==> src/rtl/div_pkg.sv <==
// Shared definitions for the sequential signed divider.
//   div_state_e        : FSM encoding (IDLE, CALC, FIXUP, DONE)
//   DIV_WIDTH_DEFAULT  : default divisor/quotient/remainder width
//   sat_max / sat_min  : saturation magnitudes for a W-bit signed result,
//                        returned zero-extended in 64 bits (caller truncates)
package div_pkg;

  typedef enum logic [1:0] {IDLE, CALC, FIXUP, DONE} div_state_e;

  localparam int DIV_WIDTH_DEFAULT = 16;

  // 2^(w-1)-1 : most positive W-bit signed value
  function automatic logic [63:0] sat_max(input int w);
    return (64'd1 << (w - 1)) - 64'd1;
  endfunction

  // 2^(w-1) : bit pattern (and magnitude) of the most negative W-bit value
  function automatic logic [63:0] sat_min(input int w);
    return 64'd1 << (w - 1);
  endfunction

endpackage

==> src/rtl/divs_signfix.sv <==
// Combinational magnitude-to-signed fixup for the divider.
// Takes the 2*WIDTH-bit magnitude quotient and WIDTH-bit magnitude
// remainder plus the two result signs, decides saturation and produces the
// signed results.
//   q_mag_i      : magnitude quotient (2*WIDTH bits)
//   r_mag_i      : magnitude remainder (always < 2^(WIDTH-1))
//   q_neg_i      : quotient is negative
//   r_neg_i      : remainder is negative (follows dividend sign)
//   quotient_o   : signed quotient, saturated on overflow
//   remainder_o  : signed remainder, zero on overflow
//   overflow_o   : quotient did not fit in WIDTH signed bits
module divs_signfix
  import div_pkg::*;
#(
  parameter int WIDTH = DIV_WIDTH_DEFAULT
) (
  input  logic [2*WIDTH-1:0] q_mag_i,
  input  logic [WIDTH-1:0]   r_mag_i,
  input  logic               q_neg_i,
  input  logic               r_neg_i,
  output logic [WIDTH-1:0]   quotient_o,
  output logic [WIDTH-1:0]   remainder_o,
  output logic               overflow_o
);

  localparam logic [2*WIDTH-1:0] POS_LIM = (2*WIDTH)'(sat_max(WIDTH));
  localparam logic [2*WIDTH-1:0] NEG_LIM = (2*WIDTH)'(sat_min(WIDTH));
  localparam logic [WIDTH-1:0]   Q_MAX   = WIDTH'(sat_max(WIDTH));
  localparam logic [WIDTH-1:0]   Q_MIN   = WIDTH'(sat_min(WIDTH));

  always_comb begin
    // A negative result may reach magnitude 2^(WIDTH-1); a positive one
    // may only reach 2^(WIDTH-1)-1.
    overflow_o  = q_neg_i ? (q_mag_i > NEG_LIM) : (q_mag_i > POS_LIM);
    quotient_o  = '0;
    remainder_o = '0;
    if (overflow_o) begin
      quotient_o  = q_neg_i ? Q_MIN : Q_MAX;
      remainder_o = '0;
    end else begin
      // Negating 2^(WIDTH-1) in WIDTH bits yields the same pattern, which
      // is exactly the most negative value we want.
      quotient_o  = q_neg_i ? -q_mag_i[WIDTH-1:0] : q_mag_i[WIDTH-1:0];
      remainder_o = r_neg_i ? -r_mag_i : r_mag_i;
    end
  end

endmodule

==> src/rtl/div32s16_seq.sv <==
// Sequential signed divider: 2*WIDTH-bit dividend / WIDTH-bit divisor ->
// WIDTH-bit quotient (truncated toward zero) and remainder (sign of the
// dividend). Radix-2 restoring division on magnitudes, one quotient bit per
// cycle, followed by a sign fixup / saturation cycle.
//
// Optional feature macro: DIV_EARLY_SMALL_EN -- when defined, operations
// with |dividend| < |divisor| complete on the accept edge (quotient 0,
// remainder = dividend). Results are identical either way.
//
// Handshake: a transfer happens on a rising edge where valid && ready.
// in_ready is high only in IDLE; out_valid is high only in DONE and the
// result outputs hold steady until the out_valid && out_ready edge.
//
// Ports:
//   clk, rst              : clock, asynchronous active-high reset
//   in_valid / in_ready   : operand handshake
//   dividend, divisor     : signed operands (2*WIDTH, WIDTH bits)
//   out_valid / out_ready : result handshake
//   quotient, remainder   : signed results (WIDTH bits)
//   overflow              : quotient saturated
//   div_by_zero           : divisor was zero
//   dbg_state             : current FSM state
module div32s16_seq
  import div_pkg::*;
#(
  parameter int WIDTH = DIV_WIDTH_DEFAULT
) (
  input  logic               clk,
  input  logic               rst,
  input  logic               in_valid,
  output logic               in_ready,
  input  logic [2*WIDTH-1:0] dividend,
  input  logic [WIDTH-1:0]   divisor,
  output logic               out_valid,
  input  logic               out_ready,
  output logic [WIDTH-1:0]   quotient,
  output logic [WIDTH-1:0]   remainder,
  output logic               overflow,
  output logic               div_by_zero,
  output div_state_e         dbg_state
);

  localparam int             CW    = $clog2(2*WIDTH);
  localparam logic [CW-1:0]  LAST  = CW'(2*WIDTH-1);
  localparam logic [WIDTH-1:0] Q_MAX = WIDTH'(sat_max(WIDTH));
  localparam logic [WIDTH-1:0] Q_MIN = WIDTH'(sat_min(WIDTH));

  div_state_e         state_q;
  logic [2*WIDTH-1:0] dvd_q;    // dividend magnitude, shifted out MSB first
  logic [WIDTH:0]     dvs_q;    // divisor magnitude; 2^(WIDTH-1) needs the extra bit
  logic [WIDTH-1:0]   prem_q;   // partial remainder, always < |divisor|
  logic [2*WIDTH-1:0] quo_q;    // magnitude quotient
  logic [CW-1:0]      cnt_q;
  logic               qneg_q;
  logic               rneg_q;

  logic [2*WIDTH-1:0] dvd_abs;
  logic [WIDTH:0]     dvs_abs;
  logic               dvs_zero;
  logic               small_d;
  logic [WIDTH:0]     prem_sh_d;
  logic [WIDTH:0]     trial_d;
  logic [WIDTH-1:0]   prem_d;
  logic [WIDTH-1:0]   sf_q;
  logic [WIDTH-1:0]   sf_r;
  logic               sf_ovf;

  // Negating the most negative dividend gives 2^(2W-1), which is exact as
  // an unsigned 2W-bit value.
  assign dvd_abs  = dividend[2*WIDTH-1] ? -dividend : dividend;
  assign dvs_abs  = divisor[WIDTH-1] ? -{1'b1, divisor} : {1'b0, divisor};
  assign dvs_zero = (divisor == '0);

`ifdef DIV_EARLY_SMALL_EN
  assign small_d = (dvd_abs < {{(WIDTH-1){1'b0}}, dvs_abs});
`else
  assign small_d = 1'b0;
`endif

  // One restoring step: the shifted remainder is < 2^WIDTH and the divisor
  // magnitude <= 2^(WIDTH-1), so the trial difference fits WIDTH+1 bits and
  // its MSB is a clean "negative, restore" flag.
  assign prem_sh_d = {prem_q, dvd_q[2*WIDTH-1]};
  assign trial_d   = prem_sh_d - dvs_q;
  assign prem_d    = trial_d[WIDTH] ? prem_sh_d[WIDTH-1:0] : trial_d[WIDTH-1:0];

  divs_signfix #(.WIDTH(WIDTH)) u_signfix (
    .q_mag_i     (quo_q),
    .r_mag_i     (prem_q),
    .q_neg_i     (qneg_q),
    .r_neg_i     (rneg_q),
    .quotient_o  (sf_q),
    .remainder_o (sf_r),
    .overflow_o  (sf_ovf)
  );

  assign dbg_state = state_q;

  always_ff @(posedge clk or posedge rst) begin
    if (rst) begin
      state_q     <= IDLE;
      in_ready    <= 1'b1;
      out_valid   <= 1'b0;
      quotient    <= '0;
      remainder   <= '0;
      overflow    <= 1'b0;
      div_by_zero <= 1'b0;
      dvd_q       <= '0;
      dvs_q       <= '0;
      prem_q      <= '0;
      quo_q       <= '0;
      cnt_q       <= '0;
      qneg_q      <= 1'b0;
      rneg_q      <= 1'b0;
    end else begin
      case (state_q)
        IDLE: begin
          if (in_valid) begin
            dvd_q  <= dvd_abs;
            dvs_q  <= dvs_abs;
            qneg_q <= dividend[2*WIDTH-1] ^ divisor[WIDTH-1];
            rneg_q <= dividend[2*WIDTH-1];
            prem_q <= '0;
            quo_q  <= '0;
            cnt_q  <= '0;
            in_ready <= 1'b0;
            if (dvs_zero) begin
              quotient    <= dividend[2*WIDTH-1] ? Q_MIN : Q_MAX;
              remainder   <= dividend[WIDTH-1:0];
              overflow    <= 1'b0;
              div_by_zero <= 1'b1;
              out_valid   <= 1'b1;
              state_q     <= DONE;
            end else if (small_d) begin
              quotient    <= '0;
              remainder   <= dividend[WIDTH-1:0];
              overflow    <= 1'b0;
              div_by_zero <= 1'b0;
              out_valid   <= 1'b1;
              state_q     <= DONE;
            end else begin
              state_q <= CALC;
            end
          end
        end
        CALC: begin
          prem_q <= prem_d;
          dvd_q  <= {dvd_q[2*WIDTH-2:0], 1'b0};
          quo_q  <= {quo_q[2*WIDTH-2:0], ~trial_d[WIDTH]};
          cnt_q  <= cnt_q + CW'(1);
          if (cnt_q == LAST) state_q <= FIXUP;
        end
        FIXUP: begin
          quotient    <= sf_q;
          remainder   <= sf_r;
          overflow    <= sf_ovf;
          div_by_zero <= 1'b0;
          out_valid   <= 1'b1;
          state_q     <= DONE;
        end
        DONE: begin
          if (out_ready) begin
            out_valid <= 1'b0;
            in_ready  <= 1'b1;
            state_q   <= IDLE;
          end
        end
        default: state_q <= IDLE;
      endcase
    end
  end

endmodule

==> config.mk <==
export PLATFORM = sky130hd
export DESIGN_NAME = div32s16_seq
export DESIGN_NICKNAME = d
export VERILOG_FILES = /design/src/rtl/div_pkg.sv /design/src/rtl/divs_signfix.sv /design/src/rtl/div32s16_seq.sv
export SDC_FILE = /design/constraint.sdc
export NUM_CORES = 1
export LEC_CHECK = 0
export CAP_MARGIN = 25
export CORE_MARGIN = 10
export CORE_UTILIZATION = 30
export CTS_BUF_LIST = sky130_fd_sc_hd__clkbuf_8 sky130_fd_sc_hd__clkbuf_16
export DETAILED_ROUTE_END_ITERATION = 10
export PLACE_DENSITY = 0.51
export SYNTH_ARGS = -nofsm -noshare
export SYNTH_HDL_FRONTEND = slang
export SYNTH_HIERARCHICAL = 1
export SYNTH_SLANG_ARGS = --single-unit
==> constraint.sdc <==
create_clock -name clk -period 6.6 [get_ports clk]
set_input_delay 1.98 -clock clk [delete_from_list [all_inputs] [get_ports clk]]
set_output_delay 1.98 -clock clk [all_outputs]
set_load 0.01 [all_outputs]
==> summary.md <==
| Metric | Value |
|---|---|
| H-tree depth | `4` |
| Commonest cells after routing, fill and taps aside | `dfrtp_1 (141), nand2_1 (131), o21ai_0 (121)` |
| DR WL met2 | `10800 um` |
| CTS buffer count | `17` |
| Logic pwr share | `54.1%` |
| Reg2reg start | `dvd_q[31]$_DFFE_PP0P_` |
| WL met3 | `855 um` |
| Netlist cell types | `70` |
| Post-Synth XOR/XNOR Area | `7.89%` |
| Crit end category | `flip-flop` |
| Static leakage | `4.63 nW` |
| Worst Hold Depth | `2` |
| Die Height | `191 um` |
| Port Buf Inserts | `89` |
| Clock network power share | `18.5%` |
| WL met1 | `11600 um` |
| Worst R2R Setup Slack | `3510 ps` |
| CP Data Arrival Time | `4470 ps` |
| Adder-cell area share of the yosys netlist | `3.94%` |
| Die width | `191 um` |
| # DRC | `0` |
| Cts-stage hold buffer count | `0` |
| Post-CTS resize count | `0` |
| Synth Instances | `974` |
| Final period utilization | `63.2%` |
| Top Layer Used | `met4` |
| Utilization after layout | `36.8%` |
| Final Hold Viols | `0` |
| Hold Startpoint | `dvs_q[11]$_DFFE_PP0P_` |
| Peak supply drop | `0.402 mV` |
| Maxcap violations | `0` |
| Synthesized area per cell | `8.99 um^2` |
| Dpl cells | `1405` |
| Dominant cell type by area after synthesis | `dfrtp_1` |
| GR Util All Layers | `13.1%` |
| CTS tree | `built` |
| Seq/Total Area, Yosys | `40.6%` |
| Yosys warns | `6` |
| Multi-input logic area | `4850 um^2` |
| Number of diodes | `0` |
| TritonCTS Sinks | `142` |
| Synthesized area | `8760 um^2` |
| Achievable Freq | `240 MHz` |
| Root cell of the clock tree | `clkbuf_16` |
| Number of enable flip-flop cells after synthesis | `0` |
| CORE AREA | `28800 um^2` |
| Reg2Reg Capture Point | `prem_q[10]$_DFFE_PP0P_` |
| Largest buffer count on any clock path | `2` |
| First-pass GRT wire length | `38800 um` |
| Mapped Nets | `1053` |
| Initial antenna violation count | `0` |
| Initial drt markers | `459` |
| CTS clk-pin slew, worst paths | `70 ps` |
| Final Non-Filler Cells | `1436` |
| WP data required | `6890 ps` |
| Post-DP HPWL | `17200 um` |
| Global route total overflow | `0` |
| Most common cell after layout, fill and taps aside | `dfrtp_1` |
| R2r worst-path depth | `12` |
| Synth area leaders | `dfrtp_1 (40%), o21ai_0 (7.0%), xor2_1 (5.7%), nand2_1 (5.6%), mux2i_1 (4.9%)` |
| Simple-gate portion of the synthesized area | `16.2%` |
| Setup TNS Final | `0 ps` |
| Final Setup Violations | `0` |
| Routed Wire Length | `23700 um` |
| Via-per-instance ratio | `4.99` |
| Area after DPL | `10000 um^2` |
| Rel. slew slack | `35.8%` |
| Post-synthesis register bit count | `142` |
| Switching Share | `43.7%` |
| Vias in the first global route | `6953` |
| Clk_lat worst skew | `420 ps` |
| Sequential cell area | `3550 um^2` |
| Outcome | `completed` |
| Period minus WS final | `4170 ps` |
| Net Sw Power | `2.26 mW` |
| Final Cell Area | `10600 um^2` |
| Clock Skew | `14.3 ps` |
| DRT antenna net count | `0` |
| Fillers | `2953` |
| Final #Nets | `1119` |
| CP Launch Type | `input pin` |
| Post-CTS Setup Inserts | `0` |
| Internal | `2.92 mW` |
| CP Max Fanout | `6` |
| Io pins | `90` |
| Unrepaired setup endpoints after global routing | `false` |
| Post-synth top area share | `40.3%` |
| Row Count | `62` |
| Largest net degree at the start of global routing | `76` |
| FFs w/ async S/R, synth | `100%` |
| Worst Hold Class | `reg -> reg` |
| Share of post-route cells with drive strength above 1 | `6.94%` |
| Final Max Tran Viols | `0` |
| Largest family of logic cells by synthesized area | `compound AO/OA/AOI/OAI gates` |
| Primary FF master, synth | `dfrtp_1` |
| PD cells | `488 nW/um^2` |
| Routed length per instance | `16.5 um` |
| Routability-driven placement congestion ratio | `0.854` |
| Worst setup path category | `in -> reg` |
| Hold EP | `dvs_q[11]$_DFFE_PP0P_` |
| Drt pass-1 iters | `5` |
| Compound-Gate Fraction of Synth Area | `22.0%` |
| Worst-Margin Slew | `960 ps` |
| Area delta synth->final | `21.1%` |
| Detailed-route via count | `7166` |
| Sequential share of power | `27.4%` |
| Die area | `36400 um^2` |
| Multiplexer area fraction after synthesis | `5.17%` |
| Starting density of the core | `30.4%` |
worst max path at each step:
stage,startpoint,endpoint
detailed placement,divisor[0],remainder[0]$_DFFE_PP0P_
global placement,divisor[0],quotient[14]$_DFFE_PP0P_
CTS,dividend[6],dvd_q[26]$_DFFE_PP0P_
floorplan,rst,cnt_q[0]$_DFFE_PP0P_
finish,dividend[6],dvd_q[26]$_DFFE_PP0P_
global route,dividend[4],dvd_q[29]$_DFFE_PP0P_
logic make-up (layout without fill, tap and decap cells):
family / Yosys count / in the layout
AND/OR/NAND/NOR: 284 / 284
buffers and inverters: 89 / 167
AO/OA/AOI/OAI: 309 / 309
flip-flops: 142 / 142
multiplexers: 45 / 45
adder cells (fa/ha/maj): 27 / 27
XOR/XNOR: 78 / 78
state kept, by name, indices dropped and copies added, names as in the netlist, 2 cells and up:
name       count
dvd_q         32
quo_q         32
dbg_state      2
remainder     16
dvs_q         17
quotient      16
prem_q        16
cnt_q          5
layer usage:
| metal | global-route usage [%] | vias up |
|---|---|---|
| met5 | 0 | - |
| met4 | 4.36 | 0 |
| met3 | 2.29 | 18 |
| met2 | 19.9 | 126 |
| met1 | 18.4 | 3407 |
| li1 | - | 3615 |
area by class of cell:
class	instances	area share, %
clock buffer	20	4.40
clock inverter	11	1.10
inverter	35	1.29
multi-input combinational	743	45.7
sequential	142	33.5
tap	384	4.53
timing repair buffer	101	9.44
stage by stage:
| step | power [mW] | hold slack (ps) | worst slack (ps) |
|---|---|---|---|
| after detailed placement | 4.25 | 468 | 1990 |
| after global routing | 5.62 | 500 | 2150 |
| final | 5.18 | 476 | 2430 |
| after CTS | 5.23 | 481 | 2440 |
| after floorplan | 3.38 | 441 | 812 |
| after global placement | 4.22 | 461 | 2000 |
synthesized netlist by cell type (3+ instances only):
master,count
dfrtp_1,141
nand2_1,131
o21ai_0,122
a21oi_1,69
xor2_1,57
nor2_1,47
mux2i_1,43
clkbuf_1,42
a22o_1,37
inv_1,35
ha_1,26
xnor2_1,20
o31ai_1,16
nand2b_1,11
nand3_1,10
nand3b_1,9
nor4_1,9
o22ai_1,8
o311a_1,8
or3_1,8
a21o_1,7
and3_1,7
nand4_1,7
nor2_2,7
nor3_1,7
o21ai_1,7
buf_1,6
nor2b_1,6
a31oi_1,5
o41ai_1,5
or4_1,4
and2_1,3
o31a_1,3
o31ai_2,3
critical path, cell delays in order:
cell             delay (ps)
clkdlybuf4s50_1         460
or4_4                   590
or4_4                   520
nand2b_4                180
nand3b_4                230
o31ai_2                 230
xor2_1                  170
o22ai_1                  90
power groups by stage:
stage | clock network, mW | logic, mW | registers, mW
2_1_floorplan | 0 | 1.98 | 1.40
3_3_place_gp | 0 | 2.79 | 1.43
3_5_place_dp | 0 | 2.81 | 1.44
4_1_cts | 0.981 | 2.82 | 1.43
5_1_grt | 1.02 | 3.12 | 1.47
6_report | 0.958 | 2.80 | 1.42
Note: power is estimated with default switching activity, not from simulation.
